[src/rtl/irq_arbiter.sv]
// ----------------------------------------------------------------------------
// irq_arbiter
//
// Collects rising-edge events from up to NUM_SRC interval-timer interrupt
// lines, latches them as pending, and presents one enabled pending source at
// a time as a single irq_out/irq_id request.  The consumer retires the
// request with irq_ack.
//
// Selection policy is chosen at build time with IRQ_ARBITER_ROUND_ROBIN_EN:
//   undefined : fixed priority, lowest index wins
//   defined   : round robin, search starts one past the last granted index
//
// Parameters
//   NUM_SRC      number of interrupt sources (2..16)
//   ID_W         width of irq_id, equal to clog2(NUM_SRC)
//
// Ports
//   clk          single clock, rising edge
//   rst_n        synchronous active-low reset
//   enable       block enable; low forces IDLE and suppresses event capture
//   irq_src      raw interrupt lines, a rising edge is an event
//   mask         1 = source may be granted, 0 = held pending only
//   irq_ack      consumer retires the current request
//   overrun_clr  clears all overrun bits
//   irq_out      request valid
//   irq_id       index of the granted source, stable while irq_out is high
//   pending      latched events, masked or not
//   overrun      sticky: event arrived while that source was already pending
//
// FSM states
//   state  | meaning
//   IDLE   | no request presented; grant a winner when enabled and one exists
//   ASSERT | irq_out high, irq_id held until ack or enable drops
// ----------------------------------------------------------------------------
module irq_arbiter #(
    parameter int NUM_SRC = 4,
    parameter int ID_W    = 2
) (
    input  logic               clk,
    input  logic               rst_n,
    input  logic               enable,
    input  logic [NUM_SRC-1:0] irq_src,
    input  logic [NUM_SRC-1:0] mask,
    input  logic               irq_ack,
    input  logic               overrun_clr,
    output logic               irq_out,
    output logic [ID_W-1:0]    irq_id,
    output logic [NUM_SRC-1:0] pending,
    output logic [NUM_SRC-1:0] overrun
);

    typedef enum logic [0:0] {
        IDLE   = 1'b0,
        ASSERT = 1'b1
    } state_t;

    state_t             state;
    state_t             state_nxt;

    logic [NUM_SRC-1:0] prev;
    logic [NUM_SRC-1:0] edge_det;
    logic [NUM_SRC-1:0] req;
    logic [NUM_SRC-1:0] ack_vec;
    logic [NUM_SRC-1:0] pending_nxt;
    logic [NUM_SRC-1:0] overrun_nxt;
    logic [ID_W-1:0]    irq_id_nxt;
    logic [ID_W-1:0]    win_idx;
    logic               win_found;
    logic               ack_fire;
    logic               grant;

`ifdef IRQ_ARBITER_ROUND_ROBIN_EN
    logic [ID_W-1:0]    last;
    logic [ID_W-1:0]    last_nxt;

    // Index (base + off) wrapped modulo NUM_SRC; NUM_SRC need not be a
    // power of two, so plain ID_W-bit overflow is not enough.
    function automatic logic [ID_W-1:0] rr_index(input logic [ID_W-1:0] base,
                                                 input int off);
        int v;
        v = (int'(base) + off) % NUM_SRC;
        return ID_W'(v);
    endfunction
`endif

    // prev keeps tracking the lines while disabled so that re-enabling with
    // a line already high does not manufacture an event.
    assign edge_det = enable ? (irq_src & ~prev) : '0;
    assign req      = pending & mask;

    // An ack is honoured whenever a request is being presented.
    assign ack_fire = (state == ASSERT) && irq_ack;
    assign ack_vec  = ack_fire ? (NUM_SRC'(1) << irq_id) : '0;

    // A fresh edge in the same cycle as its own ack re-arms pending and is
    // not an overrun, because the previous event is being retired.
    assign pending_nxt = (pending & ~ack_vec) | edge_det;
    assign overrun_nxt = (overrun_clr ? '0 : overrun)
                       | (edge_det & pending & ~ack_vec);

    // Winner selection
    always_comb begin
        win_found = 1'b0;
        win_idx   = '0;
`ifdef IRQ_ARBITER_ROUND_ROBIN_EN
        for (int k = 0; k < NUM_SRC; k++) begin
            if (!win_found && req[rr_index(last, k + 1)]) begin
                win_found = 1'b1;
                win_idx   = rr_index(last, k + 1);
            end
        end
`else
        for (int k = 0; k < NUM_SRC; k++) begin
            if (!win_found && req[k]) begin
                win_found = 1'b1;
                win_idx   = ID_W'(k);
            end
        end
`endif
    end

    assign grant = (state == IDLE) && enable && win_found;

    // Next-state and registered outputs
    always_comb begin
        state_nxt  = state;
        irq_id_nxt = irq_id;
        case (state)
            IDLE: begin
                if (grant) begin
                    state_nxt  = ASSERT;
                    irq_id_nxt = win_idx;
                end
            end
            ASSERT: begin
                // Masking the granted source does not retract the request;
                // only an ack or loss of enable ends it.
                if (!enable || irq_ack) begin
                    state_nxt = IDLE;
                end
            end
            default: begin
                state_nxt = IDLE;
            end
        endcase
    end

`ifdef IRQ_ARBITER_ROUND_ROBIN_EN
    assign last_nxt = grant ? win_idx : last;
`endif

    always_ff @(posedge clk) begin
        if (!rst_n) begin
            state   <= IDLE;
            irq_id  <= '0;
            prev    <= '1;
            pending <= '0;
            overrun <= '0;
`ifdef IRQ_ARBITER_ROUND_ROBIN_EN
            last    <= '0;
`endif
        end else begin
            state   <= state_nxt;
            irq_id  <= irq_id_nxt;
            prev    <= irq_src;
            pending <= pending_nxt;
            overrun <= overrun_nxt;
`ifdef IRQ_ARBITER_ROUND_ROBIN_EN
            last    <= last_nxt;
`endif
        end
    end

    assign irq_out = (state == ASSERT);

endmodule

[config.mk]
export PLATFORM = sky130hd
export DESIGN_NAME = irq_arbiter
export DESIGN_NICKNAME = d
export VERILOG_FILES = /design/src/rtl/irq_arbiter.sv
export SDC_FILE = /design/constraint.sdc
export NUM_CORES = 1
export LEC_CHECK = 0
export CORE_UTILIZATION = 36
export CTS_CLUSTER_DIAMETER = 100
export DETAILED_ROUTE_END_ITERATION = 8
export HOLD_SLACK_MARGIN = 0.05
export PLACE_DENSITY = 0.71
export SETUP_SLACK_MARGIN = 0.4
export SYNTH_ARGS = -nofsm -noshare
export SYNTH_HDL_FRONTEND = slang
export SYNTH_SLANG_ARGS = --single-unit
export TNS_END_PERCENT = 30
[constraint.sdc]
create_clock -name clk -period 0.9 [get_ports clk]
set_input_delay 0.18 -clock clk [delete_from_list [all_inputs] [get_ports clk]]
set_output_delay 0.18 -clock clk [all_outputs]
set_load 0.005 [all_outputs]
### After elaboration in Yosys (flattened, before gate mapping)

Index checks and enable logic that the tools add are counted.

* register bits: 15
* latch bits: 0
* bits in writable memories: 0
* memory bits (read-only): 0
* input bits: 13
* output and inout port bits: 11
* word-level logic and storage cells: 41
* memories: 0

* add/subtract/negate cells: 0
* $mul: 0
* divide/modulo/power cells: 0
* order comparisons: 0
* eq/ne operators: 0
* shift operators: 1
* mux-type cells: 13
* bitwise gates (word level): 10
* reduce and logical (&&, ||, !) cells: 12

Operator list (number)
* $and A4 B4 Y4: 5
* $mux W4: 3
* $not A4 Y4: 2
* $or A4 B4 Y4: 2
* $mux W1: 7
* $logic_and A1 B1 Y1: 6
* $logic_not A1 Y1: 4
* $mux W2: 2
* $shl A1 B2 Y4 const A: 1
* $pmux W1 S2: 1
* $reduce_and A2 Y1: 1
* $logic_or A1 B1 Y1: 1
* $not A1 Y1: 1

### Longest topological paths before layout

Gate-level depths: netlist of run 1.

* depth in word-level cells: 14
* depth in mapped cells: 3
* gate-level depth less buffers: 3

### Least setup slack after synthesis of run 1

No wires, ideal clock.

* kind: register to register
* start: reg state (netlist: irq_out)
* end: reg pending[0]
* library setup time: 0.127 ns
* data arrival time: 0.795 ns
* required time: 0.773 ns
* path slack: -0.022 ns
* cell stages (with the launch flop): 4
* path buffers: 0
* clock period less this slack: 0.922 ns
* path through: dfxtp_1 nand2_1 o31ai_1 a21oi_1

* longest elaborated chain between the ends: 5

RTL lines
* start, declared: RTL line 57 `state_t state;`
* start signal, assigned: RTL line 163 `state <= state_nxt;`
* $logic_and A1 B1 Y1: RTL line 92 `assign ack_fire = (state == ASSERT) && irq_ack;`
* $mux W4: RTL line 93 `assign ack_vec = ack_fire ? (NUM_SRC'(1) << irq_id) : '0;`
* $not A4 Y4: RTL line 97 `assign pending_nxt = (pending & ~ack_vec) | edge_det;`
* $and A4 B4 Y4: RTL line 97
* $or A4 B4 Y4: RTL line 97
* end signal, assigned: RTL line 166 `pending <= pending_nxt;`
* end, declared: RTL line 48 `output logic [NUM_SRC-1:0] pending,`

No other way between the ends.
A chain may end at the register's enable or synchronous reset.

### Final worst setup path of run 1

* start: reg state (netlist: irq_out)
* end: reg irq_id[1]

* longest elaborated chain between the ends: 4

RTL lines
* $not A1 Y1 (*)
* $logic_and A1 B1 Y1 (2 in a row): RTL line 122 `assign grant = (state == IDLE) && enable && win_found;`
* $reduce_and A2 Y1 (no source line) (*)
* end signal, assigned: RTL line 164 `irq_id <= irq_id_nxt;`
* end, declared: RTL line 47 `output logic [ID_W-1:0] irq_id,`

Every way passes the cells marked *; elsewhere a longest branch is shown, timed or not.

==> key figures, run 1 <==
Min path
  • Worst hold stages: 3
  • Hold Crit Class: input port to flop
  • Hold Startpoint: enable
  • Endpoint, Worst Hold: pending[0]

Route
  • Detail Route met3 WL: 84 um
  • Met2 WL: 798 um
  • Via Count: 600
  • Top Layer Used: met4
  • Routed vias/inst: 5.26
  • Number of DRC markers in iteration 0: 10
  • WL final: 1620 um
  • Drc violations: 0
  • WL/cell: 14.2 um
  • Drt first pass iters: 4
  • Wire length on met1: 661 um
  • Final ANT Viol Nets: 0

Setup path
  • Setup CP Type: flop to flop
  • CP Launch Type: flop
  • CP Capture Type: flop
  • Path depth of the worst reg2reg path: 5
  • Worst r2r src: irq_out
  • Internal reg-to-reg setup slack: -0.18 ns
  • Worst r2r dst: irq_id[1]
  • WP data arrival: around 1.3 ns
  • Worst-path maximum fanout: 5
  • CP required: about 1.1 ns

Synthesis
  • YS warnings: 0
  • Synthesized instance count: 59
  • Post-synth top area share: 0.498
  • Area leader, netlist: dfxtp_1
  • Seq/Total Area, Yosys: 0.498
  • Ys async rst share: 0
  • #FFs+latches synth: 15
  • Top post-synthesis cells by count: 15 x dfxtp_1, 9 x nand3b_1, 5 x o31ai_1
  • Synth cell types: 21
  • Most frequent cell after synthesis: dfxtp_1
  • Synth area leaders: dfxtp_1 50%, nand3b_1 11%, o31ai_1 6.2%
  • Main synth FF type: dfxtp_1
  • Number of synthesized flops with an enable pin: 0
  • Syn Area/Cell: between 10 and 15 um^2
  • Mapped cell area: just over 600 um^2
  • Net Count, Synth: 72

CTS
  • Clock-pin transition on the worst setup and hold timing paths: ~0.09 ns
  • Clk buf depth: 2
  • CTS root buf: clkbuf_4
  • TritonCTS buffer count: 3
  • Sink Count: 15
  • Skew-Pair Late Insertion Delay: 0.28 ns
  • TritonCTS clock tree: built
  • H-tree depth: 1

Power and ir drop
  • Power density cells: 1270 mW/mm^2
  • Final Power: around 0.0013 W
  • Int Pwr: 0.000964 W
  • Lkg Pwr: 0.404 nW
  • Worst VDD drop: around 840 uV
  • Switching share of power: 0.233
  • Sw Pwr: 0.000292 W
  • Comb pwr share: 0.151
  • Seq pwr share: 0.549
  • Part of the power in the clock network: 0.300

STA
  • Final Critical Period: ~1.1 ns
  • Slew Viols, Final: 0
  • Slew @ Worst Pin: slightly below 0.3 ns
  • FMAX: about 900 MHz
  • Final WS setup: -0.185 ns
  • Setup TNS: -1.56 ns
  • Max Clock Skew: 0.00258 ns
  • Setup violators final: 15
  • Final Cycle Share: 1.21
  • RSZ-0062 raised after global routing: yes
  • Relative slew slack: 0.805
  • Final hold vios: 0
  • Worst hold margin: 0.470 ns

Placed design
  • Placed Area: 938 um^2
  • Routability Congestion: 0.820
  • HPWL Detailed: 1150 um
  • Port buffer count: 23

Cells and area
  • # nets final: 112
  • Fillers: 146
  • Share of cells above drive strength 1: 0.510
  • Synthesis-to-finish area growth: 64.3%
  • Antenna Cells: 0
  • Final instance area: ~1000 um^2

Global routing
  • Global-route wire length before repair: 2510 um
  • Tot GR Track Use: 0.193
  • Congestion Overflow GR: 0
  • Vias in the first global route: 585
  • Initial antenna violation count: 0
  • Pin count of the biggest net entering global routing: 11

Status
  • Status: complete, but fails checks
  • Failing checks: negative setup slack

Floorplan
  • Die W: 42.9 um
  • Die Y-Extent: approximately 43 um
  • FP Rows: 14
  • Core Region: between 0.0015 and 0.002 mm^2
  • # IOs: 24
  • Initial Utilization: 0.391
  • Die Area: 0.00184 mm^2

Job
  • Max-cap violations: 0
[cell usage in the layout (no fill, tap or decap), drive strengths merged, types with 2 or more instances in the layout]
cell type / count
clkdlybuf4s50: 11
nand2b: 5
inv: 2
o31ai: 6
dfxtp: 15
nand2: 4
o21ai: 4
a21oi: 5
buf: 23
clkbuf: 5
nand3b: 9
[metal layers]
metal / vias to the layer above / track usage
met5: - / 0
met4: 0 / 0.109
met3: 8 / 0.0511
met2: 20 / 0.330
met1: 275 / 0.212
li1: 297 / -
[power groups by stage]
| stage | Clock, W | Sequential, W | Combinational (W) |
|---|---|---|---|
| finish | 0.000377 | 0.000690 | 0.000189 |
| global placement | 0 | 0.000704 | 0.000179 |
| floorplan | 0 | 0.000709 | 0.0000609 |
| global route | 0.000431 | 0.000692 | 0.000203 |
| CTS | 0.000392 | 0.000690 | 0.000183 |
| detailed placement | 0 | 0.000705 | 0.000180 |
[worst max-delay path, stage by stage (launching register included)]
cell,delay (ns)
dfxtp_2,0.33
buf_6,0.11
buf_6,0.11
nand2b_4,0.15
o21bai_1,0.14
nor3b_2,0.17
[worst max path at each step]
stage | to | from | slack (ns)
after floorplan | irq_id[0] | irq_out | 0.05
after global placement | overrun[1] | enable | -0.42
after detailed placement | overrun[1] | enable | -0.43
after CTS | irq_id[0] | irq_out | -0.15
after global routing | irq_id[1] | irq_out | -0.25
final | irq_id[1] | irq_out | -0.18
[state kept, by name, summed over array words and instances, names as in the netlist]
name     count
prev         4
irq_id       2
overrun      4
irq_out      1
pending      4
[final cells by class]
class                   count  area (um^2)  area share
repair buffers             36          299       0.302
inverters                   2         7.51     0.00758
well taps                  16         20.0      0.0202
flip-flops and latches     15          317       0.319
clock buffers               4         26.3      0.0265
multi-input cells          41          322       0.324
[per-stage QoR]
step	std cells	utilization	setup WS (ns)
after floorplan	59	-	0.0474
after global routing	114	0.643	-0.254
final	114	0.643	-0.185
after detailed placement	107	0.609	-0.432
after global placement	107	0.609	-0.418
after CTS	113	0.630	-0.150
[repair_timing]
action,CTS,global route
endpoints found under the setup margin,26,26
buffers inserted,2,1
pin swaps,2,1
resized for setup,55,8
hold buffers,0,0
[cell families (layout without fill, tap and decap cells)]
family / after synthesis / after routing / share of synthesized area
AND/OR/NAND/NOR: 20 / 20 / 0.230
multiplexers: 1 / 1 / 0.0166
flip-flops: 15 / 15 / 0.498
buffers and inverters: 3 / 42 / 0.0207
AO/OA/AOI/OAI: 20 / 20 / 0.234
Note: power is estimated with default switching activity, not from simulation.
==> run 2, diff against run 1 <==
--- a/config.mk
+++ b/config.mk
@@ -6,7 +6,6 @@
 export NUM_CORES = 1
 export LEC_CHECK = 0
 export CORE_UTILIZATION = 36
-export CTS_CLUSTER_DIAMETER = 100
 export DETAILED_ROUTE_END_ITERATION = 8
 export HOLD_SLACK_MARGIN = 0.05
 export PLACE_DENSITY = 0.71
==> results of run 2 <==
Same layout as run 1: the final DEF is identical, and so are final timing and power.
==> run 3, diff against run 2 <==
==> config.mk (replaced) <==
export PLATFORM = sky130hd
export DESIGN_NAME = irq_arbiter
export DESIGN_NICKNAME = d
export VERILOG_FILES = /design/src/rtl/irq_arbiter.sv
export SDC_FILE = /design/constraint.sdc
export NUM_CORES = 1
export LEC_CHECK = 0
export CORE_UTILIZATION = 30
export DETAILED_ROUTE_END_ITERATION = 8
export HOLD_SLACK_MARGIN = 0.05
export SETUP_SLACK_MARGIN = 0.4
export SYNTH_ARGS = -nofsm -noshare
export SYNTH_HDL_FRONTEND = slang
export SYNTH_SLANG_ARGS = --single-unit
export TNS_END_PERCENT = 100
==> constraint.sdc (replaced) <==
create_clock -name clk -period 0.9 [get_ports clk]
set_input_delay 0.18 -clock clk [delete_from_list [all_inputs] [get_ports clk]]
set_output_delay 0.18 -clock clk [all_outputs]
set_load 0.02 [all_outputs]
==> key figures, run 3 (synthesis results as in run 1) <==
Global routing
  • Global-route wire length before repair: 2480 um (-1.4%)
  • Initial antenna violation count: 0 (unchanged)
  • Tot GR Track Use: 0.169 (-0.0238)
  • Vias in the first global route: 590 (+0.85%)
  • Pin count of the biggest net entering global routing: 11 (unchanged)
  • Congestion Overflow GR: 0 (unchanged)

Route
  • Routed vias/inst: 4.80 (-8.8%)
  • Number of DRC markers in iteration 0: 8 (-2)
  • WL/cell: 13.1 um (-7.9%)
  • WL final: 1570 um (-3.0%)
  • Via Count: 576 (-4.0%)
  • Final ANT Viol Nets: 0 (unchanged)
  • Drt first pass iters: 4 (unchanged)
  • Drc violations: 0 (unchanged)

STA
  • Relative slew slack: 0.791 (-0.0148)
  • Final hold vios: 0 (unchanged)
  • Slew @ Worst Pin: 0.314 ns (+0.0222 ns)
  • Slew Viols, Final: 0 (unchanged)
  • Final WS setup: -0.0922 ns (+0.0926 ns)
  • RSZ-0062 raised after global routing: yes
  • Max Clock Skew: 0.00484 ns (+0.00226 ns)
  • Worst hold margin: 0.491 ns (+0.0204 ns)
  • FMAX: 1010 MHz (+9.3%)
  • Final Critical Period: 0.992 ns (-0.0926 ns)
  • Setup violators final: 22 (+7)
  • Final Cycle Share: 1.10 (-0.103)

Floorplan
  • Die W: 46.8 um (+9.1%)
  • Die Y-Extent: 46.8 um (+9.1%)
  • # IOs: 24 (unchanged)
  • Initial Utilization: 0.335 (-0.0565)
  • Die Area: 0.00219 mm^2 (+19%)
  • FP Rows: 15 (+1)
  • Core Region: 0.00180 mm^2 (+17%)

Min path
  • Worst hold stages: 3 (unchanged)
  • Hold Startpoint: enable
  • Endpoint, Worst Hold: overrun[2]
  • Hold Crit Class: input port to flop

Setup path
  • CP Launch Type: flop
  • CP required: 1.07 ns (-0.04 ns)
  • Path depth of the worst reg2reg path: 4 (-1)
  • Internal reg-to-reg setup slack: -0.09 ns (+0.09 ns)
  • WP data arrival: 1.16 ns (-0.13 ns)
  • Worst-path maximum fanout: 3 (-2)
  • Worst r2r src: pending[2]
  • CP Capture Type: flop
  • Setup CP Type: flop to flop
  • Worst r2r dst: irq_out

Status
  • Failing checks: negative setup slack
  • Status: complete, but fails checks

Power and ir drop
  • Power density cells: 1170 mW/mm^2 (-7.9%)
  • Worst VDD drop: 688 uV (-18%)
  • Int Pwr: 0.000945 W (-1.9%)
  • Comb pwr share: 0.167 (+0.016)
  • Sw Pwr: 0.000304 W (+4.1%)
  • Part of the power in the clock network: 0.300 (about the same)
  • Lkg Pwr: 0.403 nW (-0.23%)
  • Switching share of power: 0.243 (+0.0109)
  • Seq pwr share: 0.534 (-0.015)

CTS
  • H-tree depth: 1 (unchanged)
  • CTS Hold Bufs: 0 (unchanged)
  • Sink Count: 15 (unchanged)
  • CTS root buf: clkbuf_4
  • Clock-pin transition on the worst setup and hold timing paths: 0.09 ns (about the same)
  • TritonCTS clock tree: built
  • TritonCTS buffer count: 3 (unchanged)
  • Clk buf depth: 2 (unchanged)
  • Skew-Pair Late Insertion Delay: 0.27 ns (about the same)

Placed design
  • Post-Place Setup Slack: -0.461 ns (-0.0288 ns)
  • HPWL Detailed: 1130 um (-1.6%)
  • Routability Congestion: 0.720 (-12%)
  • Port buffer count: 23 (unchanged)

Cells and area
  • Finished Core Util: 0.594 (-0.0491)
  • Top flop regs: overrun x4, pending x4, prev x4
  • Share of cells above drive strength 1: 0.505 (-0.00494)
  • Antenna Cells: 0 (unchanged)
  • Register area: 342 um^2 (+7.9%)
  • Most frequent cells in the layout: 15 x buf_6, 11 x dfxtp_4, 10 x clkdlybuf4s50_1
  • Fillers: 176 (+21%)
  • Synthesis-to-finish area growth: 77.4%
  • Most common cell after layout, fill and taps aside: buf_6
  • Multi-input gate area: 332 um^2 (+3.1%)
  • # nets final: 109 (-2.7%)

Job
  • Max-cap violations: 0 (unchanged)
==> run 3: through the flow <==
| stage | instances | total power (W) | cell area (um^2) | setup TNS, ns |
|---|---|---|---|---|
| floorplan | 59 | 0.000760 | 657 | 0 |
| global placement | 114 | 0.000871 | 971 | -6.61 |
| detailed placement | 114 | 0.000873 | 971 | -6.96 |
| CTS | 120 | 0.00126 | 1050 | -1.18 |
| global route | 120 | 0.00132 | 1070 | -2.02 |
| finish | 120 | 0.00125 | 1070 | -0.959 |
==> run 3: worst max path at each step <==
stage          startpoint         end  slack, ns  cells past startpoint
5_1_grt           irq_out   irq_id[1]      -0.17                      4
3_5_place_dp       enable  overrun[1]      -0.46                      3
4_1_cts        pending[2]   irq_id[1]      -0.08                      4
2_1_floorplan     irq_out   irq_id[0]      0.007                      3
3_3_place_gp       enable   irq_id[0]      -0.41                      4
6_report       pending[2]     irq_out      -0.09                      4
==> run 3: power groups by stage <==
stage / Combinational [W] / Sequential (W) / Clock, W
after floorplan: 0.0000622 / 0.000698 / 0
after global placement: 0.000191 / 0.000680 / 0
after detailed placement: 0.000192 / 0.000680 / 0
after CTS: 0.000205 / 0.000667 / 0.000389
after global routing: 0.000223 / 0.000669 / 0.000424
final: 0.000208 / 0.000667 / 0.000374
==> run 3: layer usage <==
| metal | part of all wire | GRT usage | wire length, um | vias to the layer above |
|---|---|---|---|---|
| met5 | 0 | 0 | 0 | - |
| met4 | 0.015 | 0.103 | 24 | 0 |
| met3 | 0.036 | 0.0346 | 56 | 2 |
| met1 | 0.43 | 0.197 | 677 | 272 |
| li1 | - | - | - | 289 |
| met2 | 0.52 | 0.283 | 808 | 13 |
==> run 3: what timing repair did <==
action                                 4_1_cts  5_1_grt
cloned                                       1        0
buffers inserted                             1        0
endpoints found under the hold margin        0        0
pin swaps                                    4        1
gates resized for setup                     74        5
setup endpoints to repair                   26       26
==> run 3: layout make-up <==
cell class                      instances  share of cell area
Clock buffer                            4              0.0246
Inverter                                2             0.00936
Multi-Input combinational cell         41               0.310
Sequential cell                        15               0.319
Tap cell                               25              0.0292
Timing Repair Buffer                   33               0.308
==> run 3: worst max-delay path: stages (launching register included) <==
cell     delay (ns)
dfxtp_4        0.36
buf_6          0.12
a22oi_2        0.17
o21ai_1        0.08
o21a_1         0.16
